==> src/rtl/stream_frame_writer.sv <==
// Pixel-stream sink: buffers WREN pixels in a show-ahead FIFO and writes them to a linear frame buffer.
// Optional double buffering is enabled by defining FRAME_DOUBLE_BUF_EN (adds the DISP_BUF output).
module stream_frame_writer #(
  parameter int                WIDTH        = 640,
  parameter int                HEIGHT       = 480,
  parameter int                ADDR_W       = 24,
  parameter logic [ADDR_W-1:0] BASE_ADDR    = ADDR_W'(24'h000000),
  parameter int                FIFO_DEPTH   = 16,
  parameter int                PIPE_SLACK   = 4,
  parameter logic [ADDR_W-1:0] FRAME_OFFSET = ADDR_W'(24'h080000)
) (
  input  logic              CLK,
  input  logic              RST,
  input  logic              WREN,
  input  logic [7:0]        IN_R,
  input  logic [7:0]        IN_G,
  input  logic [7:0]        IN_B,
  output logic              STALL,
  output logic              WR_VALID,
  input  logic              WR_READY,
  output logic [ADDR_W-1:0] WR_ADDR,
  output logic [31:0]       WR_DATA,
  output logic [11:0]       POSX,
  output logic [11:0]       POSY,
  output logic              FRAME_DONE,
  output logic              OVERFLOW
`ifdef FRAME_DOUBLE_BUF_EN
  ,
  output logic              DISP_BUF
`endif
);

  localparam int              PW      = $clog2(FIFO_DEPTH);
  localparam int              CW      = PW + 1;
  localparam logic [CW-1:0]   DEPTH_C = CW'(FIFO_DEPTH);
  localparam logic [CW-1:0]   STALL_C = CW'(FIFO_DEPTH - PIPE_SLACK);
  localparam logic [11:0]     X_LAST  = 12'(WIDTH - 1);
  localparam logic [11:0]     Y_LAST  = 12'(HEIGHT - 1);

  logic [23:0]       mem_q [FIFO_DEPTH];
  logic [PW-1:0]     wr_ptr_q, wr_ptr_d;
  logic [PW-1:0]     rd_ptr_q, rd_ptr_d;
  logic [CW-1:0]     count_q, count_d;
  logic [11:0]       posx_q, posx_d;
  logic [11:0]       posy_q, posy_d;
  logic [ADDR_W-1:0] pix_cnt_q, pix_cnt_d;
  logic              done_q, done_d;
  logic              ovf_q, ovf_d;
  logic              sel_q;
  logic              push, pop, full, wrap;

  always_comb begin
    full = (count_q == DEPTH_C);
    pop  = (count_q != '0) && WR_READY;
    // a pop in the same cycle frees the slot, so a full FIFO still accepts
    push = WREN && (!full || pop);
    wrap = pop && (posx_q == X_LAST) && (posy_q == Y_LAST);
  end

  always_comb begin
    count_d  = count_q;
    wr_ptr_d = wr_ptr_q;
    rd_ptr_d = rd_ptr_q;
    if (push) wr_ptr_d = wr_ptr_q + PW'(1);
    if (pop)  rd_ptr_d = rd_ptr_q + PW'(1);
    case ({push, pop})
      2'b10:   count_d = count_q + CW'(1);
      2'b01:   count_d = count_q - CW'(1);
      default: count_d = count_q;
    endcase
    ovf_d = ovf_q | (WREN & ~push);
  end

  always_comb begin
    posx_d    = posx_q;
    posy_d    = posy_q;
    pix_cnt_d = pix_cnt_q;
    done_d    = wrap;
    if (pop) begin
      if (posx_q == X_LAST) begin
        posx_d = '0;
        posy_d = (posy_q == Y_LAST) ? '0 : posy_q + 12'd1;
      end else begin
        posx_d = posx_q + 12'd1;
      end
      pix_cnt_d = wrap ? '0 : pix_cnt_q + ADDR_W'(1);
    end
  end

  always_ff @(posedge CLK) begin
    if (push) mem_q[wr_ptr_q] <= {IN_R, IN_G, IN_B};
  end

  always_ff @(posedge CLK) begin
    if (RST) begin
      wr_ptr_q  <= '0;
      rd_ptr_q  <= '0;
      count_q   <= '0;
      posx_q    <= '0;
      posy_q    <= '0;
      pix_cnt_q <= '0;
      done_q    <= 1'b0;
      ovf_q     <= 1'b0;
    end else begin
      wr_ptr_q  <= wr_ptr_d;
      rd_ptr_q  <= rd_ptr_d;
      count_q   <= count_d;
      posx_q    <= posx_d;
      posy_q    <= posy_d;
      pix_cnt_q <= pix_cnt_d;
      done_q    <= done_d;
      ovf_q     <= ovf_d;
    end
  end

`ifdef FRAME_DOUBLE_BUF_EN
  logic disp_q;

  // disp_q captures the buffer just finished, i.e. the select bit before it toggles
  always_ff @(posedge CLK) begin
    if (RST) begin
      sel_q  <= 1'b0;
      disp_q <= 1'b0;
    end else if (wrap) begin
      sel_q  <= ~sel_q;
      disp_q <= sel_q;
    end
  end

  assign DISP_BUF = disp_q;
`else
  assign sel_q = 1'b0;
`endif

  always_comb begin
    WR_VALID   = (count_q != '0);
    WR_DATA    = WR_VALID ? {8'h00, mem_q[rd_ptr_q]} : '0;
    STALL      = (count_q >= STALL_C);
    WR_ADDR    = (sel_q ? (BASE_ADDR + FRAME_OFFSET) : BASE_ADDR) + pix_cnt_q;
    POSX       = posx_q;
    POSY       = posy_q;
    FRAME_DONE = done_q;
    OVERFLOW   = ovf_q;
  end

endmodule

==> config.mk <==
export PLATFORM = sky130hd
export DESIGN_NAME = stream_frame_writer
export DESIGN_NICKNAME = d
export VERILOG_FILES = /design/src/rtl/stream_frame_writer.sv
export SDC_FILE = /design/constraint.sdc
export NUM_CORES = 1
export LEC_CHECK = 0
export CAP_MARGIN = 15
export CORE_ASPECT_RATIO = 1.1
export CORE_MARGIN = 8
export CORE_UTILIZATION = 45
export CTS_BUF_LIST = sky130_fd_sc_hd__clkbuf_2
export CTS_CLUSTER_SIZE = 12
export DETAILED_ROUTE_END_ITERATION = 10
export PLACE_DENSITY = 0.69
export SYNTH_ARGS = -nofsm -noshare
export SYNTH_HDL_FRONTEND = slang
export SYNTH_SLANG_ARGS = --single-unit
==> constraint.sdc <==
create_clock -name CLK -period 4.7 [get_ports CLK]
set_clock_uncertainty 0.2 [all_clocks]
set_input_delay 1.41 -clock CLK [delete_from_list [all_inputs] [get_ports CLK]]
set_output_delay 1.41 -clock CLK [all_outputs]
set_load 0.01 [all_outputs]
; ---- Word-level counts from Yosys, hierarchy flattened
; Memories as Yosys holds them, arrays and structs flattened. A register that Yosys moved wholly into a read port is not among the register bits.
; Index checks and enable logic that the tools add are counted.
[classes]
n_eq_ne = 5
add_sub_neg = 7
magnitude_cmp = 1
n_reduce_logical = 9
muxes = 9
n_bitwise = 3
[op_table]
columns = op, count
row1 = $mux 24, 2
row2 = $add 12x1->12 const B, 2
row3 = $add 24x1->24 const B, 1
row4 = $mux 12, 2
row5 = $eq 12x10->1 const B, 1
row6 = $eq 12x9->1 const B, 1
row7 = $pmux 5 s2, 1
row8 = $add 4x1->4 const B, 2
row9 = $mux 4, 2
row10 = $add 5x1->5 const B, 1
row11 = $eq 5x5->1 const B, 1
row12 = $ge 5x4->1 const B, 1
row13 = $reduce_bool 5->1, 1
row14 = $sub 5x1->5 const B, 1
row15 = $logic_and 1x1->1, 4
row16 = $eq 2x1->1 const B, 1
row17 = $eq 2x2->1 const B, 1
row18 = $mux 1, 2
row19 = $reduce_and 2->1, 1
row20 = $reduce_bool 2->1, 1
row21 = $and 1x1->1, 1
row22 = $logic_not 1->1, 1
row23 = $logic_or 1x1->1, 1
row24 = $not 1->1, 1
row25 = $or 1x1->1, 1
[word_totals]
reg_bits = 63
mem_count = 1
inputBits = 28
ramBits = 384
[memory_table]
columns = name, words, width, read_ports, rd_ports_with_merged_regs, wr, line_no
row1 = mem_q, 16, 24, 1, 1, 1, 40  ; logic [23:0] mem_q [FIFO_DEPTH];

; ---- Depth between registers and ports, before layout
[logic_depth]
word_depth = 7
mapped_depth = 11
ltp_nobuf = 10

; ---- Least setup slack after synthesis
; Ideal clock, no wire load.
[synth_timing]
kind = input-to-reg
start = in WR_READY
end = mem mem_q[3][0], enable pin
path_slack_ps = 514
arrival_ps = 3551
stages = 5
path_cell_list = nand2b_1 > o21a_1 > buf_6 > nand2_1 > nor3_1
[synth_between]
elab_chain_cells = 5
[synth_lines]
columns = element, line_no
row1 = from (decl), 20  ; input logic WR_READY,
row2 = $logic_and 1x1->1, 54  ; pop = (count_q != '0) && WR_READY;
row3 = $logic_or 1x1->1, 56  ; push = WREN && (!full || pop);
row4 = $logic_and 1x1->1, 56
row5 = $mux 1, 91  ; if (push) mem_q[wr_ptr_q] <= {IN_R, IN_G, IN_B};
row6 = $mux 1 (implied by the code), 91
row7 = to (decl), 40
; Every way passes these cells.

==> results.sh <==
export IMPL_drc=0
export IMPL_start_util_pct=45.41
export IMPL_yosysWarnings=0
export IMPL_wl_mm=39.47
export IMPL_final_setup_viol_count=0
export IMPL_async_flop_share_pct=0
export IMPL_critPathBufInv=3
export IMPL_cts_made_buffers=107
export IMPL_root_buffer="clkbuf_2"
export IMPL_port_buffers=103
export IMPL_ys_flop_type="edfxtp_1"
export IMPL_period_share_pct=97.19
export IMPL_cp_top_family="buffers and inverters"
export IMPL_worst_slew_pin_slew_ns=0.8226
export IMPL_chipWidth_um=205.4
export IMPL_die_y_um=224.3
export IMPL_period_needed_ns=4.568
export IMPL_core_area_mm2=0.03908
export IMPL_synth_distinct_cells=49
export IMPL_ant_nets=0
export IMPL_final_max_slew_viol_count=0
export IMPL_place_gp_congestion=0.7813
export IMPL_cts_tree="yes"
export IMPL_cts_sinks=451
export IMPL_ir_drop_mv=0.2749
export IMPL_startpoint_type="flip-flop"
export IMPL_critPathKind="reg -> out"
export IMPL_synth_edf_count=384
export IMPL_cp_required_ns=3.09
export IMPL_fin_area_mm2=0.02124
export IMPL_antenna_found_initial=1
export IMPL_ys_seq_area_share_pct=72.53
export IMPL_first_pass_iters=5
export IMPL_arrival_ns=2.96
export IMPL_max_stage_delay_ns=0.53
export IMPL_die_area_mm2=0.04606
export IMPL_grt_max_degree=30
export IMPL_wl_per_cell_um=21.97
export IMPL_grt_pass1_wl_mm=60.28
export IMPL_clk_pin_slew_ns=0.11
export IMPL_clockBufferDepth=3
export IMPL_groute_usage_overall_pct=17.18
export IMPL_synth_seq_cells=451
export IMPL_drtIter0Drc=618
export IMPL_crit_fanout=15
export IMPL_placed_cell_area_mm2=0.01969
export IMPL_critPathCaptureType="output pin"
export IMPL_grt_pass1_vias=10350
export IMPL_cpMaxStageDelayCell="mux4_2"
export IMPL_dp_hpwl_mm=23.22
export IMPL_io_pins=112
export IMPL_min_path_type="reg -> reg"
export IMPL_power_density_mw_per_mm2=460.3
export IMPL_status="finished clean"
export IMPL_overflow=0
export IMPL_hold_viol_final=0
export IMPL_fmax_mhz=218.9
export IMPL_holdWs_ns=0.3080
export IMPL_fp_row_count=76
export IMPL_synth_area_mm2=0.01775
export IMPL_clk_latency_ns=0.94
export IMPL_htree_levels=3
export IMPL_post_route_cells_drive_above_1_share_pct=29.11
export IMPL_syn_area_per_cell_um2=18.26
export IMPL_fin_nets=1246
export IMPL_holdBufCountCts=0
export IMPL_rsz0062_at_grt="yes"
export IMPL_crit_chain="buf_12, buf_16, mux4_2, mux2i_2, o22ai_1, clkdlybuf4s50_1"
export IMPL_syn_inst=972
export IMPL_slew_headroom_pct=44.79
export IMPL_route_vias_total=9705
export IMPL_max_cap_viol_count=0
export IMPL_power_leakage_nw=7.078
export IMPL_syn_to_final_growth_pct=19.68
export IMPL_routed_via_density=5.404
## metrics by stage
step	power (mW)	setup WS, ns	TNS, ns	util [%]	instances
3_3_place_gp	6.945	0.6394	0	50.38	1570
5_1_grt	10.26	-0.03552	-0.03740	54.35	1796
3_5_place_dp	6.980	0.6232	0	50.38	1570
4_1_cts	9.734	-0.05692	-0.2191	53.69	1770
6_report	9.777	0.1321	0	54.35	1796
2_1_floorplan	6.073	0.5139	0	-	979
## Yosys cell counts, types with 2 or more instances
master	count	area, um2
edfxtp_1	384	11530
mux4_2	96	2162
nor2_1	70	262.8
dfxtp_1	67	1341
mux2i_1	51	510.5
nand2_1	38	142.6
xor2_1	32	280.3
clkbuf_1	25	93.84
o22ai_1	24	150.1
nand3_1	20	100.1
nand4_1	15	93.84
xnor2_1	15	131.4
buf_2	14	70.07
a21oi_1	12	60.06
ha_1	11	137.6
inv_1	10	37.54
and3_1	9	56.30
buf_4	9	67.56
nor3_1	9	45.04
nand2b_1	5	31.28
nor4_1	5	31.28
buf_1	4	15.01
or3_1	4	25.02
and2_1	3	18.77
and4_1	3	26.28
buf_6	3	33.78
nor2b_1	3	18.77
o211ai_1	3	22.52
o21a_1	3	22.52
o21ai_0	3	15.01
or4_1	3	22.52
o211a_1	2	20.02
## cells by family after synthesis
| group | synth area share [%] |
|---|---|
| other | 0.02113 |
| buffers and inverters | 1.791 |
| AND/OR/NAND/NOR | 5.252 |
| AO/OA/AOI/OAI | 2.058 |
| adder cells (fa/ha/maj) | 0.8883 |
| XOR/XNOR | 2.319 |
| multiplexers | 15.14 |
| flip-flops | 72.53 |
## path summary, 6_finish.rpt
kind / from / endpoint / slack (ns) / depth (start not counted)
hold / removal: rd_ptr_q[1] / flip-flop / 0.31 / 2
setup / recovery: flip-flop / WR_DATA[17] / 0.13 / 6
hold reg to reg: rd_ptr_q[1] / flip-flop / 0.31 / 2
setup reg to reg: count_q[0] / count_q[4] / 1.82 / 11
## per-layer routing
| layer | vias to the layer above | global-route usage [%] | wire, um |
|---|---|---|---|
| li1 | 4381 | - | - |
| met1 | 4922 | 21.36 | 15750 |
| met5 | - | 0 | 0 |
| met4 | 0 | 7.337 | 1122 |
| met2 | 335 | 27.79 | 19690 |
| met3 | 67 | 5.066 | 2899 |
## flip-flops by register name, indices dropped and copies added (netlist names), named ones only
| name | cells |
|---|---|
| wr_ptr_q | 4 |
| mem_q | 384 |
| pix_cnt_q | 24 |
| POSX | 12 |
| count_q | 5 |
| OVERFLOW | 1 |
| rd_ptr_q | 4 |
| FRAME_DONE | 1 |
| POSY | 12 |
## placed cells by master, fill, tap and decap left out, types with 7 or more instances in the layout
cell	Yosys	final
clkinv_2	0	9
nand4_1	15	15
mux4_2	96	96
nand2_1	38	37
mux2i_1	51	38
edfxtp_1	384	384
mux2i_2	0	7
and3_1	9	9
nand3_1	20	20
a21oi_1	12	12
o22ai_1	24	24
conb_1	1	8
inv_1	10	10
clkbuf_2	0	152
nor2_1	70	58
clkinv_1	0	25
xor2_1	32	32
clkdlybuf4s50_1	0	80
dfxtp_1	67	63
dlygate4sd2_1	0	19
buf_12	0	15
buf_4	9	47
xnor2_1	15	15
nor2_4	0	12
ha_1	11	11
## power by group
| group | switching [mW] | leakage, nW | total (mW) | internal (mW) |
|---|---|---|---|---|
| Sequential | 0.0777 | 4.01 | 4.52 | 4.45 |
| Clock | 1.48 | 0.739 | 2.46 | 0.986 |
| Combinational | 1.28 | 2.33 | 2.79 | 1.51 |
## worst register-to-register path: cells and delay by family, from the launching register on
| family | cells | cell delay [ns] |
|---|---|---|
| compound gates | 2 | 0.30 |
| flops | 1 | 0.36 |
| buf+inv | 2 | 0.26 |
| simple gates | 6 | 1.33 |
| fa+ha+maj | 1 | 0.31 |
## area by class of cell
class / count / area [um2]
fill: 3102 / 17840
clock inverter: 39 / 217.7
inverter: 10 / 37.54
tap: 507 / 634.4
timing repair buffer: 173 / 1891
sequential: 451 / 12880
multi-input combinational: 463 / 4812
antenna: 1 / 2.502
clock buffer: 152 / 760.7
## timing repair
item                       in CTS  in global routing
setup endpoints to repair      24                  5
gates resized for setup        56                 10
buffers inserted                6                 25
cloned                          3                  0
Note: power is estimated with default switching activity, not from simulation.
